## src/rtl/mem_arbiter.sv

```systemverilog
// Shared program/data memory arbiter for fetch (F), datapath (D) and debug loader (X).
// Optional per-requester grant/conflict statistics are enabled with MEM_ARB_STATS_EN.
module mem_arbiter #(
    parameter int ADDR_WIDTH   = 8,
    parameter int DATA_WIDTH   = 16,
    parameter int READ_LATENCY = 1,
    parameter int STARVE_LIMIT = 4
) (
    input  logic                  clock,
    input  logic                  reset,
    input  logic                  f_req,
    input  logic                  d_req,
    input  logic                  x_req,
    input  logic                  d_we,
    input  logic                  x_we,
    input  logic [ADDR_WIDTH-1:0] f_addr,
    input  logic [ADDR_WIDTH-1:0] d_addr,
    input  logic [ADDR_WIDTH-1:0] x_addr,
    input  logic [DATA_WIDTH-1:0] d_wdata,
    input  logic [DATA_WIDTH-1:0] x_wdata,
    output logic                  f_gnt,
    output logic                  d_gnt,
    output logic                  x_gnt,
    output logic                  f_rvalid,
    output logic                  d_rvalid,
    output logic                  x_rvalid,
    output logic [DATA_WIDTH-1:0] rdata,
    input  logic                  halt_req,
    input  logic                  resume,
    output logic                  halted,
    output logic                  mem_enable,
    output logic                  mem_write_enable,
    output logic [ADDR_WIDTH-1:0] mem_address,
    output logic [DATA_WIDTH-1:0] mem_write_data,
    input  logic [DATA_WIDTH-1:0] mem_read_data
`ifdef MEM_ARB_STATS_EN
    ,
    output logic [15:0]           f_cnt,
    output logic [15:0]           d_cnt,
    output logic [15:0]           x_cnt,
    output logic [15:0]           conflict_cnt
`endif
);

    typedef enum logic [1:0] {RUN, DRAIN, HALTED} state_t;

    localparam logic [1:0] TAG_NONE = 2'd0;
    localparam logic [1:0] TAG_F    = 2'd1;
    localparam logic [1:0] TAG_D    = 2'd2;
    localparam logic [1:0] TAG_X    = 2'd3;
    localparam logic [3:0] LIMIT    = 4'(STARVE_LIMIT);

    state_t                state;
    logic [3:0]            starve_cnt;
    logic [1:0]            pipe [READ_LATENCY];
    logic [1:0]            push_tag;
    logic [1:0]            tail;
    logic [DATA_WIDTH-1:0] rdata_q;
    logic                  x_boost;
    logic                  fd_allow;
    logic                  drain_done;

    // F/D are blocked in the very cycle halt_req is seen in RUN, not only from DRAIN on.
    always_comb begin
        f_gnt    = 1'b0;
        d_gnt    = 1'b0;
        x_gnt    = 1'b0;
        x_boost  = (state == RUN) && x_req && (starve_cnt == LIMIT);
        fd_allow = (state == RUN) && !halt_req;
        if (reset) begin
            if (x_boost)                x_gnt = 1'b1;
            else if (fd_allow && d_req) d_gnt = 1'b1;
            else if (fd_allow && f_req) f_gnt = 1'b1;
            else if (x_req)             x_gnt = 1'b1;
        end
    end

    always_comb begin
        mem_enable       = f_gnt | d_gnt | x_gnt;
        mem_write_enable = (d_gnt && d_we) || (x_gnt && x_we);
        mem_address      = '0;
        mem_write_data   = '0;
        if (x_gnt)      mem_address = x_addr;
        else if (d_gnt) mem_address = d_addr;
        else if (f_gnt) mem_address = f_addr;
        if (d_gnt && d_we)      mem_write_data = d_wdata;
        else if (x_gnt && x_we) mem_write_data = x_wdata;
    end

    always_comb begin
        push_tag = TAG_NONE;
        if (f_gnt)               push_tag = TAG_F;
        else if (d_gnt && !d_we) push_tag = TAG_D;
        else if (x_gnt && !x_we) push_tag = TAG_X;
    end

    assign tail     = pipe[READ_LATENCY-1];
    assign f_rvalid = reset && (tail == TAG_F);
    assign d_rvalid = reset && (tail == TAG_D);
    assign x_rvalid = reset && (tail == TAG_X);
    assign rdata    = (reset && tail != TAG_NONE) ? mem_read_data : rdata_q;
    assign halted   = (state == HALTED);

    // Drain completes on the pipeline's next contents, so the tail being delivered now does not count.
    always_comb begin
        drain_done = (push_tag != TAG_F) && (push_tag != TAG_D);
        for (int unsigned i = 0; i + 1 < READ_LATENCY; i++) begin
            if (pipe[i] == TAG_F || pipe[i] == TAG_D) drain_done = 1'b0;
        end
    end

    always_ff @(posedge clock) begin
        if (!reset) begin
            state      <= RUN;
            starve_cnt <= '0;
            rdata_q    <= '0;
            for (int unsigned i = 0; i < READ_LATENCY; i++) pipe[i] <= TAG_NONE;
        end else begin
            pipe[0] <= push_tag;
            for (int unsigned i = 1; i < READ_LATENCY; i++) pipe[i] <= pipe[i-1];
            if (tail != TAG_NONE) rdata_q <= mem_read_data;
            if (!x_req || x_gnt)       starve_cnt <= '0;
            else if (starve_cnt != LIMIT) starve_cnt <= starve_cnt + 4'd1;
            case (state)
                RUN:     if (halt_req) state <= DRAIN;
                DRAIN:   if (drain_done) state <= HALTED;
                HALTED:  if (resume && !halt_req) state <= RUN;
                default: state <= RUN;
            endcase
        end
    end

`ifdef MEM_ARB_STATS_EN
    logic conflict;
    assign conflict = (f_req && d_req) || (f_req && x_req) || (d_req && x_req);

    always_ff @(posedge clock) begin
        if (!reset) begin
            f_cnt        <= '0;
            d_cnt        <= '0;
            x_cnt        <= '0;
            conflict_cnt <= '0;
        end else begin
            if (f_gnt && f_cnt != 16'hFFFF) f_cnt <= f_cnt + 16'd1;
            if (d_gnt && d_cnt != 16'hFFFF) d_cnt <= d_cnt + 16'd1;
            if (x_gnt && x_cnt != 16'hFFFF) x_cnt <= x_cnt + 16'd1;
            if (conflict && conflict_cnt != 16'hFFFF) conflict_cnt <= conflict_cnt + 16'd1;
        end
    end
`endif

endmodule

```

## config.mk

```make
export PLATFORM = sky130hd
export DESIGN_NAME = mem_arbiter
export DESIGN_NICKNAME = d
export VERILOG_FILES = /design/src/rtl/mem_arbiter.sv
export SDC_FILE = /design/constraint.sdc
export NUM_CORES = 1
export LEC_CHECK = 0
export ABC_CLOCK_PERIOD_IN_PS = 2600
export CAP_MARGIN = 20
export CORE_ASPECT_RATIO = 2
export CORE_MARGIN = 2
export CORE_UTILIZATION = 32
export DETAILED_ROUTE_END_ITERATION = 10
export PLACE_DENSITY = 0.92
export REMOVE_ABC_BUFFERS = 1
export SLEW_MARGIN = 20
export SYNTH_ARGS = -nofsm -noshare
export SYNTH_HDL_FRONTEND = slang
export SYNTH_SLANG_ARGS = --single-unit
```

## constraint.sdc

```tcl
create_clock -name clock -period 2.6 [get_ports clock]
set_input_delay 0.65 -clock clock [delete_from_list [all_inputs] [get_ports clock]]
set_output_delay 0.65 -clock clock [all_outputs]
set_load 0.01 [all_outputs]
```

======== Word level (Yosys, flattened, before mapping) ========
Memories as Yosys holds them, arrays and structs flattened.
Index checks and enable logic that the tools add are counted.
operators by class
  bitwise gates (word level) .............. 3
  divide/modulo/power cells ............... 0
  $add $sub $neg .......................... 1
  multiply operators ...................... 0
  order comparisons ....................... 0
  eq/ne operators ......................... 12
  muxes and demuxes ....................... 29
  reductions and logical operators ........ 26
  shift operators ......................... 0
operators by type and width
  operator                                                               count
  16-bit 2-to-1 mux                                                      3
  8-bit 2-to-1 mux                                                       3
  1-bit logical AND                                                      15
  1-bit 2-to-1 mux                                                       15
  2-bit 2-to-1 mux                                                       7
  2-bit equality test, second input constant                             3
  2-bit != test, second input constant                                   3
  2-bit case mux with 3 select lines                                     1
  4-bit by 1-bit adder with 4-bit output, second input constant          1
  2-bit by 1-bit equality test with 1-bit output, second input constant  2
  4-bit by 3-bit equality test with 1-bit output, second input constant  1
  1-bit logical NOT                                                      4
  2-bit by 1-bit != test with 1-bit output, second input constant        2
  4-bit by 3-bit != test with 1-bit output, second input constant        1
  2-bit OR reduction                                                     2
  3-bit AND reduction                                                    1
  2-bit logical NOT                                                      1
  1-bit logical OR                                                       2
  1-bit OR                                                               2
  2-bit nonzero test                                                     1
  1-bit inverter                                                         1
storage, ports and cells
  word-level logic and storage cells ...... 75
  bits in latches ......................... 0
  output and inout port bits .............. 49
  bits of input ports ..................... 81
  memories ................................ 1
  flip-flop bits (word level) ............. 22
  bits in read-only memories .............. 0
  memory bits (writable) .................. 2
memories
  memory  depth  bits a word  read ports  clocked after Yosys merged registers in  write ports  RTL line  source
  pipe    1      2            1           0                                        1            55        logic [1:0] pipe [READ_LATENCY];

======== Logic depth before layout (Yosys ltp) ========
Gate-level depths: netlist of the first run.
  word-level depth ........................ 15
  mapped depth ............................ 7
  gate-level depth less buffers ........... 6

======== Worst setup path before layout of the first run ========
Ideal clock, no wire load.
  kind .................................... input port to output port
  start ................................... input port f_req
  end ..................................... output port mem_write_data[0]
  data required time ...................... 1.950 ns
  buffers on the path ..................... 1
  slack ................................... 0.278 ns
  arrival ................................. 1.672 ns
  stages .................................. 4
  cells stage by stage .................... or2_2 -> a31oi_2 -> buf_4 -> a22o_1
between the ends
  cells in the longest elaborated chain, start to end .. 8
RTL lines
  what                RTL line  source
  start: declaration  11        input logic f_req,
  1-bit logical AND   73        else if (fd_allow && f_req) f_gnt = 1'b1;
  1-bit 2-to-1 mux    73
  1-bit 2-to-1 mux    72        else if (fd_allow && d_req) d_gnt = 1'b1;
  1-bit 2-to-1 mux    71        if (x_boost) x_gnt = 1'b1;
  1-bit 2-to-1 mux    70        if (reset) begin
  1-bit logical AND   87        else if (x_gnt && x_we) mem_write_data = x_wdata;
  16-bit 2-to-1 mux   87
  16-bit 2-to-1 mux   86        if (d_gnt && d_we) mem_write_data = d_wdata;
  end: declaration    34        output logic [DATA_WIDTH-1:0] mem_write_data,
No other way between the ends.

======== Worst setup path in the final report of the first run ========
  start ................................... input port reset
  end ..................................... output port mem_address[6]
between the ends
  cells in the longest elaborated chain, start to end .. 4
  elaborated cells on any way between the ends .. 6
  classes of those cells .................. mux (6)
RTL lines
  what                RTL line  source
  start: declaration  10        input logic reset,
  1-bit 2-to-1 mux    70
  8-bit 2-to-1 mux    85        else if (f_gnt) mem_address = f_addr;
  8-bit 2-to-1 mux    84        else if (d_gnt) mem_address = d_addr;
  8-bit 2-to-1 mux *  83        if (x_gnt) mem_address = x_addr;
  end: declaration    33        output logic [ADDR_WIDTH-1:0] mem_address,
Every way passes the cells marked *; elsewhere a longest branch is shown, timed or not.

==> impl_metrics.toml, run 1 <==
[logic_synthesis]
synthMuxAreaShare = 0.124
synth_top_area_cell = "dfxtp_1"
ys_types = 39
synthFlopType = "dfxtp_1"
syn_inst = 146
ys_seq_area_frac = 0.314
synth_seq_cells = 24
syn_area_per_cell_um2 = 10.5
yosys.area_share.simple = 0.199
synth_enable_flop_cells = 0
synth-compound-area-share = 0.270
netlist_top_cells_count = "32 x a22o_1, 24 x dfxtp_1, 16 x mux2_2"
synthAdderAreaFrac = 0.0164
syn_area_um2 = 1530
synth_xor_area_frac = 0.00573
synthArstFlopShare = 0
synth.top_cells.by_area = "dfxtp_1 31%, a22o_1 18%, mux2_2 12%"
yosysTopAreaCellShare = 0.314
synth_top_family_by_area = "compound AO/OA/AOI/OAI gates"
synth_warnings = 0
yosysMostFrequentCell = "a22o_1"

[global_route]
first_global_vias = 2041
grt_first_pass_wirelength_mm = 8.65
grt_use_total = 0.209
antenna_found_initial = 0
grt_overflow = 0
grt_max_degree = 16

[clocking]
insertion_delay_ns = 0.26
root_buffer = "clkbuf_8"
path_clk_slew_ns = 0.08
htree_levels = 1
cts_tree = "yes"
cts.path.max_buffers = 2
cts_sinks = 24
cts_buffers = 3

[drt]
drtIter0Drc = 23
drcViolationCount = 0
vias_per_cell = 5.29
drtPass1Iterations = 4
avgRoutedWirePerCell_um = 15.4
drt_wl_total_mm = 5.53
ant_nets = 0
num_vias = 1903

[run]
cap_violations = 0

[worst_setup_path]
r2r_start = "starve_cnt[1]$_SDFFE_PP0P_"
rr_worst_depth = 7
cp_slowest_cell = "a221o_1"
max_stage_delay_ns = 0.27
worstPathCellList = "clkdlybuf4s15_1 > nor4b_4 > buf_4 > buf_6 > and4_2 > a221o_1 > buf_2"
crit_path_end_kind = "output port"
cp.arrival_ns = 1.90
required_ns = 1.95
r2r_end = "pipe[0][0]$_SDFF_PN0_"
cp-start-kind = "input pin"
path_max_fanout = 8
r2r_slack_ns = 1.10
path_buf_inv = 4
worst_path_dominant_cell_family = "buffers and inverters"
critPathKind = "in -> out"

[die]
coreArea_um2 = 4600
initial_core_util = 0.332
die_h_um = 102
die_x_um = 52.9
ios = 130
rows = 35
dieArea_um2 = 5380

[placed_design]
dp_hpwl_mm = 4.26
place_area_um2 = 3020
port_buffers = 129
gp_congestion = 0.770

[sta]
max_slew_margin = 0.800
timing.fmax_ghz = 0.392
setup_violations = 0
tightest_slew_ns = 0.300
whs_ns = 0.480
rsz0062_at_grt = "true"
drv_slew = 0
fin_crit_ns = 2.55
finalClockSkew_ns = 0.00402
period_share = 0.981
hold_viol = 0

[power]
p_int_mw = 0.794
p_seq_frac = 0.381
clkPwrFrac = 0.233
swShare = 0.257
power_density_nw_per_um2 = 341
vdd_drop_max_mv = 0.359
p_sw_mw = 0.275
leakage_nw = 1.45
combPwrFrac = 0.386

[layout]
synthToLayoutAreaGrowth_pct = 105
layout-drive-gt1-share = 0.370
fill_cells = 362
seq_area_um2 = 482
fin_nets = 389
multiInputGateArea_um2 = 993
design_area_um2 = 3140
n_antenna_cell = 0

[min_path]
min_to = "rdata_q[0]$_SDFFE_PN0N_"
hold_depth = 1
hp-class = "reg -> reg"
hold_start = "rdata_q[0]$_SDFFE_PN0N_"

[run_status]
status = "completed"
-- state kept, by name, indices dropped and copies added, names as in the netlist --
signal	cells
pipe	2
rdata_q	16
starve_cnt	4
state	2
-- power groups by stage --
stage / registers [mW] / clock network (mW) / logic, mW
floorplan: 0.411 / 0 / 0.138
global placement: 0.413 / 0 / 0.409
detailed placement: 0.414 / 0 / 0.415
CTS: 0.406 / 0.258 / 0.413
global route: 0.410 / 0.277 / 0.443
finish: 0.407 / 0.249 / 0.413
-- how the worst max path moves through the flow --
| stage | start | endpoint | slack, ns | cells past startpoint |
|---|---|---|---|---|
| 2_1_floorplan | reset | rdata[0] | 0.17 | 2 |
| 3_3_place_gp | halt_req | mem_enable | -0.65 | 7 |
| 3_5_place_dp | halt_req | mem_enable | -0.68 | 7 |
| 4_1_cts | halt_req | mem_enable | -0.03 | 8 |
| 5_1_grt | starve_cnt[1]$_SDFFE_PP0P_ | mem_enable | -0.01 | 7 |
| 6_report | reset | mem_address[6] | 0.05 | 7 |
-- kinds of logic (layout without fill, tap and decap cells) --
kind of cell	after synthesis	count (layout)
fa+ha+maj	2	2
simple gates	38	38
mux	17	17
buf+inv	17	176
xor+xnor	1	1
compound gates	47	47
flops	24	24
-- placed cells by master (no fill, tap or decap), drive strengths merged, types with 2 or more instances in the layout --
| cell | count |
|---|---|
| clkbuf | 5 |
| nand3 | 3 |
| dlygate4sd2 | 20 |
| a21oi | 2 |
| nor3 | 2 |
| and2b | 2 |
| nor2 | 3 |
| buf | 65 |
| ha | 2 |
| or2 | 2 |
| a221o | 8 |
| mux2 | 16 |
| inv | 5 |
| dfxtp | 24 |
| nand2 | 4 |
| nand4b | 2 |
| and4 | 9 |
| clkdlybuf4s15 | 2 |
| nor4b | 3 |
| clkdlybuf4s50 | 78 |
| a22o | 32 |
-- what timing repair did --
action,in CTS,in global routing
hold buffers,0,0
pin swaps,8,11
hold endpoints to repair,0,0
resized for setup,155,15
buffers inserted,11,0
gates cloned,2,0
endpoints found under the setup margin,48,27
-- layer usage --
| metal | vias up | wire (um) | GRT usage |
|---|---|---|---|
| met3 | 4 | 431 | 0.0354 |
| met5 | - | 0 | 0 |
| li1 | 901 | - | - |
| met2 | 111 | 3230 | 0.435 |
| met1 | 887 | 1820 | 0.190 |
| met4 | 0 | 51 | 0.0552 |
-- stage by stage --
| step | setup WS [ns] | total power, mW | cells | setup TNS [ns] | util |
|---|---|---|---|---|---|
| after floorplan | 0.175 | 0.549 | 134 | 0 | - |
| final | 0.0498 | 1.07 | 360 | 0 | 0.682 |
| after global placement | -0.652 | 0.822 | 345 | -25.59 | 0.656 |
| after global routing | -0.0117 | 1.13 | 360 | -0.0117 | 0.682 |
| after detailed placement | -0.682 | 0.830 | 345 | -26.17 | 0.656 |
| after CTS | -0.0300 | 1.08 | 362 | -0.0300 | 0.685 |
-- area by class of cell --
| class | instances | share of cell area |
|---|---|---|
| tap | 55 | 0.0219 |
| inverter | 5 | 0.00758 |
| sequential | 24 | 0.154 |
| clock buffer | 4 | 0.0175 |
| timing repair buffer | 167 | 0.483 |
| multi-input combinational | 105 | 0.317 |
(Power assumes the default switching activity.)
==> inputs of run 2 (changes only) <==
--- a/config.mk
+++ b/config.mk
@@ -5,13 +5,13 @@
 export SDC_FILE = /design/constraint.sdc
 export NUM_CORES = 1
 export LEC_CHECK = 0
-export ABC_CLOCK_PERIOD_IN_PS = 2600
+export ABC_CLOCK_PERIOD_IN_PS = 3120
 export CAP_MARGIN = 20
 export CORE_ASPECT_RATIO = 2
 export CORE_MARGIN = 2
-export CORE_UTILIZATION = 32
+export CORE_UTILIZATION = 35
 export DETAILED_ROUTE_END_ITERATION = 10
-export PLACE_DENSITY = 0.92
+export PLACE_DENSITY = 0.95
 export REMOVE_ABC_BUFFERS = 1
 export SLEW_MARGIN = 20
 export SYNTH_ARGS = -nofsm -noshare
==> constraint.sdc (replaced) <==
create_clock -name clock -period 3.12 [get_ports clock]
set_input_delay 0.78 -clock clock [delete_from_list [all_inputs] [get_ports clock]]
set_output_delay 0.78 -clock clock [all_outputs]
set_load 0.01 [all_outputs]
==> impl_metrics.toml, run 2 (synthesis results as in run 1) <==
[die]
die_h_um = 97.4
dieArea_um2 = 4940
die_x_um = 50.7
initial_core_util = 0.359
coreArea_um2 = 4250
rows = 34
ios = 130

[global_route]
grt_max_degree = 18
first_global_vias = 1989
grt_use_total = 0.216
grt_first_pass_wirelength_mm = 8.74
antenna_found_initial = 0
grt_overflow = 0

[sta]
max_slew_margin = 0.350
tightest_slew_ns = 0.971
setup_violations = 0
drv_slew = 0
timing.fmax_ghz = 0.328
whs_ns = 0.479
fin_crit_ns = 3.05
period_share = 0.979
hold_viol = 0
rsz0062_at_grt = "false"
finalClockSkew_ns = 0.00316

[clocking]
cts_buffers = 3
cts.path.max_buffers = 2
cts_hold_buf = 0
insertion_delay_ns = 0.26
path_clk_slew_ns = 0.08
root_buffer = "clkbuf_8"
cts_sinks = 24
htree_levels = 1
cts_tree = "yes"

[layout]
top_register = "rdata_q"
final_cell_mix = "81 x clkdlybuf4s50_1, 32 x a22o_1, 26 x dlygate4sd2_1"
fill_cells = 338
n_antenna_cell = 0
seq_area_um2 = 480
design_area_um2 = 3150
largest_reg_flops = 16
synthToLayoutAreaGrowth_pct = 106
multiInputGateArea_um2 = 963
fin_nets = 378
layout-drive-gt1-share = 0.241
layout_commonest_cell = "clkdlybuf4s50_1"
top_regs = "rdata_q x16, starve_cnt x4"

[power]
leakage_nw = 1.40
power_density_nw_per_um2 = 279
p_total_mw = 0.879
vdd_drop_max_mv = 0.424

[run]
cap_violations = 0

[run_status]
status = "completed"

[worst_setup_path]
path_max_fanout = 10
crit_path_end_kind = "output port"
rr_worst_depth = 6
required_ns = 2.34
r2r_end = "pipe[0][1]$_SDFF_PN0_"
critPathKind = "in -> out"
max_stage_delay_ns = 0.48
cp_slowest_cell = "clkdlybuf4s50_1"
worst_path_dominant_cell_family = "buffers and inverters"
path_buf_inv = 3
r2r_slack_ns = 1.56
worstPathCellList = "clkdlybuf4s50_1 > or2_4 > a31o_4 > inv_4 > or3_1 > clkdlybuf4s15_2"
cp-start-kind = "input pin"
cp.arrival_ns = 2.27
r2r_start = "starve_cnt[0]$_SDFFE_PP0P_"

[min_path]
min_to = "rdata_q[9]$_SDFFE_PN0N_"
hold_start = "rdata_q[9]$_SDFFE_PN0N_"
hold_depth = 1
hp-class = "reg -> reg"

[drt]
drtIter0Drc = 17
drcViolationCount = 0
drtPass1Iterations = 4
avgRoutedWirePerCell_um = 15.3
ant_nets = 0
drt_wl_total_mm = 5.32
vias_per_cell = 5.28
num_vias = 1837

[placed_design]
place_area_um2 = 2990
port_buffers = 129
gp_congestion = 0.849
dp_hpwl_mm = 4.15
[run 2: what timing repair did]
item	in CTS	in global routing
setup buffers	4	1
endpoints found under the setup margin	45	10
cloned	2	0
pin swaps	3	1
gates resized for setup	79	3
[run 2: layout make-up]
| cell class | instances | share of cell area |
|---|---|---|
| clock buffer | 4 | 0.0175 |
| inverter | 5 | 0.00675 |
| multi-input combinational | 105 | 0.306 |
| sequential | 24 | 0.152 |
| tap | 54 | 0.0214 |
| timing repair buffer | 156 | 0.496 |
[run 2: power breakdown]
part	switching [mW]	internal (mW)	leakage [nW]	total (mW)
Clock	0.0921	0.112	0.0288	0.205
Sequential	0.0146	0.325	0.196	0.339
Combinational	0.114	0.221	1.17	0.335
Total	0.221	0.658	1.40	0.879
[run 2: stage by stage]
| stage | instances | utilization | setup TNS, ns | setup WS [ns] |
|---|---|---|---|---|
| after floorplan | 134 | - | 0 | 0.435 |
| after global placement | 337 | 0.702 | -12.81 | -0.330 |
| after global routing | 348 | 0.741 | 0 | 0.00982 |
| final | 348 | 0.741 | 0 | 0.0669 |
| after CTS | 347 | 0.736 | 0 | 0.00468 |
| after detailed placement | 337 | 0.702 | -14.54 | -0.397 |
[run 2: worst max-delay path by stage]
stage / start / endpoint / slack, ns / cells after the start
floorplan: reset / rdata[0] / 0.43 / 2
CTS: d_req / mem_address[6] / 0.005 / 6
global placement: halt_req / mem_write_data[5] / -0.33 / 6
detailed placement: halt_req / mem_address[5] / -0.40 / 6
finish: f_req / mem_enable / 0.07 / 6
global route: f_req / mem_address[6] / 0.01 / 6
[run 2: worst reg2reg max path, stage by stage (launching register included)]
cell and delay, ns:
dfxtp_1 0.35, inv_1 0.07, ha_1 0.19, nand3b_1 0.26, a31o_4 0.33, buf_4 0.13, o22ai_1 0.15
[run 2: metal layers]
metal / share of wire / GRT usage
met4: 0.014 / 0.0395
met2: 0.55 / 0.414
met1: 0.36 / 0.226
met5: 0 / 0
met3: 0.078 / 0.0600
==> inputs of run 3 (changes only) <==
--- a/config.mk
+++ b/config.mk
@@ -7,11 +7,11 @@
 export LEC_CHECK = 0
 export ABC_CLOCK_PERIOD_IN_PS = 3120
 export CAP_MARGIN = 20
-export CORE_ASPECT_RATIO = 2
 export CORE_MARGIN = 2
-export CORE_UTILIZATION = 35
+export CORE_UTILIZATION = 65
 export DETAILED_ROUTE_END_ITERATION = 10
-export PLACE_DENSITY = 0.95
+export DONT_BUFFER_PORTS = 1
+export PLACE_DENSITY = 0.92
 export REMOVE_ABC_BUFFERS = 1
 export SLEW_MARGIN = 20
 export SYNTH_ARGS = -nofsm -noshare
==> impl_metrics.toml, run 3 (synthesis results as in run 1) <==
[sta]
period_share = 0.943
whs_ns = 0.492
rsz0062_at_grt = "false"
max_slew_margin = 0.388
fin_crit_ns = 2.94
hold_viol = 0
tns_ns = 0
timing.fmax_ghz = 0.340
setup_violations = 0
drv_slew = 0
tightest_slew_ns = 0.913
finalClockSkew_ns = 0.00985

[layout]
fill_cells = 188
design_area_um2 = 1540
top_register = "rdata_q"
synthToLayoutAreaGrowth_pct = 1.06
layout-drive-gt1-share = 0.293
n_antenna_cell = 0
seq_area_um2 = 480
multiInputGateArea_um2 = 942
largest_reg_flops = 16
layout_commonest_cell = "a22o_1"
fin_nets = 224
final_cell_mix = "32 x a22o_1, 24 x dfxtp_1, 16 x mux2_2"
top_regs = "rdata_q x16, starve_cnt x4"

[power]
p_total_mw = 0.693
leakage_nw = 0.625
vdd_drop_max_mv = 0.455
power_density_nw_per_um2 = 449

[clocking]
cts.path.max_buffers = 2
cts_buffers = 3
root_buffer = "clkbuf_4"
path_clk_slew_ns = 0.13
htree_levels = 1
cts_setup_buffers = 0
cts_sinks = 24
cts_tree = "yes"
insertion_delay_ns = 0.31

[die]
coreArea_um2 = 2210
dieArea_um2 = 2750
die_h_um = 52.5
ios = 130
initial_core_util = 0.691
die_x_um = 52.5
rows = 17

[worst_setup_path]
crit_path_end_kind = "output port"
r2r_slack_ns = 1.36
required_ns = 2.34
r2r_end = "pipe[0][0]$_SDFF_PN0_"
r2r_start = "starve_cnt[0]$_SDFFE_PP0P_"
rr_worst_depth = 5
path_max_fanout = 11
cp.arrival_ns = 2.16
critPathKind = "reg -> out"
cp-start-kind = "flip-flop"

[run_status]
status = "completed"

[global_route]
grt_max_degree = 33
grt_overflow = 0
antenna_found_initial = 0
met3_usage = 0.126
grt_busiest_layer = "met2"
use_met1 = 0.282
grt_use_total = 0.266
first_global_vias = 1131
grt_first_pass_wirelength_mm = 5.35
grtUsageMet2 = 0.469

[drt]
drtPass1Iterations = 4
avgRoutedWirePerCell_um = 22.9
num_vias = 1207
drt_wl_total_mm = 3.85
drtIter0Drc = 13
ant_nets = 0
vias_per_cell = 7.18
drcViolationCount = 0

[min_path]
hold_depth = 1
hold_start = "rdata_q[12]$_SDFFE_PN0N_"
hp-class = "reg -> reg"
min_to = "rdata_q[12]$_SDFFE_PN0N_"

[placed_design]
gp_congestion = 0.795
dp_hpwl_mm = 3.13
port_buffers = 0
place_area_um2 = 1490

[run]
cap_violations = 0
## run 3: cell count changes in the layout (fill, tap and decap cells not counted), moves of 2 or more
cell             change
clkdlybuf4s50_1     -81
clkbuf_8             -4
buf_12               -3
clkdlybuf4s15_1     -17
clkbuf_4             +3
bufbuf_16            -2
buf_6                -2
clkdlybuf4s15_2      -4
buf_4               -18
dlygate4sd2_1       -26
## run 3: worst max-delay path by stage
stage,from,to,slack [ns],cells after the start
floorplan,reset,rdata[0],0.43,2
global placement,halt_req,mem_write_data[3],0.35,3
detailed placement,halt_req,mem_write_data[3],0.25,3
CTS,starve_cnt[0]$_SDFFE_PP0P_,mem_write_data[3],0.15,5
global route,starve_cnt[1]$_SDFFE_PP0P_,mem_enable,0.06,5
finish,starve_cnt[1]$_SDFFE_PP0P_,mem_enable,0.18,5
## run 3: report_power, final
| part | total (mW) | leakage, nW | internal [mW] | switching [mW] |
|---|---|---|---|---|
| clock | 0.220 | 0.0279 | 0.130 | 0.0901 |
| sequential | 0.339 | 0.196 | 0.325 | 0.0143 |
| combinational | 0.133 | 0.401 | 0.0614 | 0.0720 |
| total | 0.693 | 0.625 | 0.516 | 0.176 |
## run 3: stage by stage
stage | cells | worst slack, ns | utilization
2_1_floorplan | 134 | 0.435 | -
3_3_place_gp | 164 | 0.347 | 0.674
3_5_place_dp | 164 | 0.252 | 0.674
4_1_cts | 168 | 0.150 | 0.697
5_1_grt | 168 | 0.0564 | 0.698
6_report | 168 | 0.178 | 0.698
## run 3: cell type report
| class | instances | area share |
|---|---|---|
| Multi-Input combinational cell | 105 | 0.610 |
| Sequential cell | 24 | 0.311 |
| Inverter | 5 | 0.0122 |
| Clock inverter | 1 | 0.0194 |
| Clock buffer | 3 | 0.0146 |
| Timing Repair Buffer | 2 | 0.00972 |
| Tap cell | 28 | 0.0227 |
## run 3: layer usage
metal  wire, um  vias to the layer above
li1           -                      570
met1       1380                      563
met2       2050                       68
met3        380                        6
met4         46                        0
met5          0                        -
## run 3: worst max-delay path: stages, from the launching register on
cell,delay [ns]
dfxtp_1,0.36
inv_1,0.06
ha_1,0.17
nand4b_1,0.35
and4b_1,0.48
or3_1,0.42
## run 3: timing repair
action / 4_1_cts / 5_1_grt
setup endpoints to repair: 0 / 7
gates resized for setup: 0 / 1
hold buffers: 0 / 0
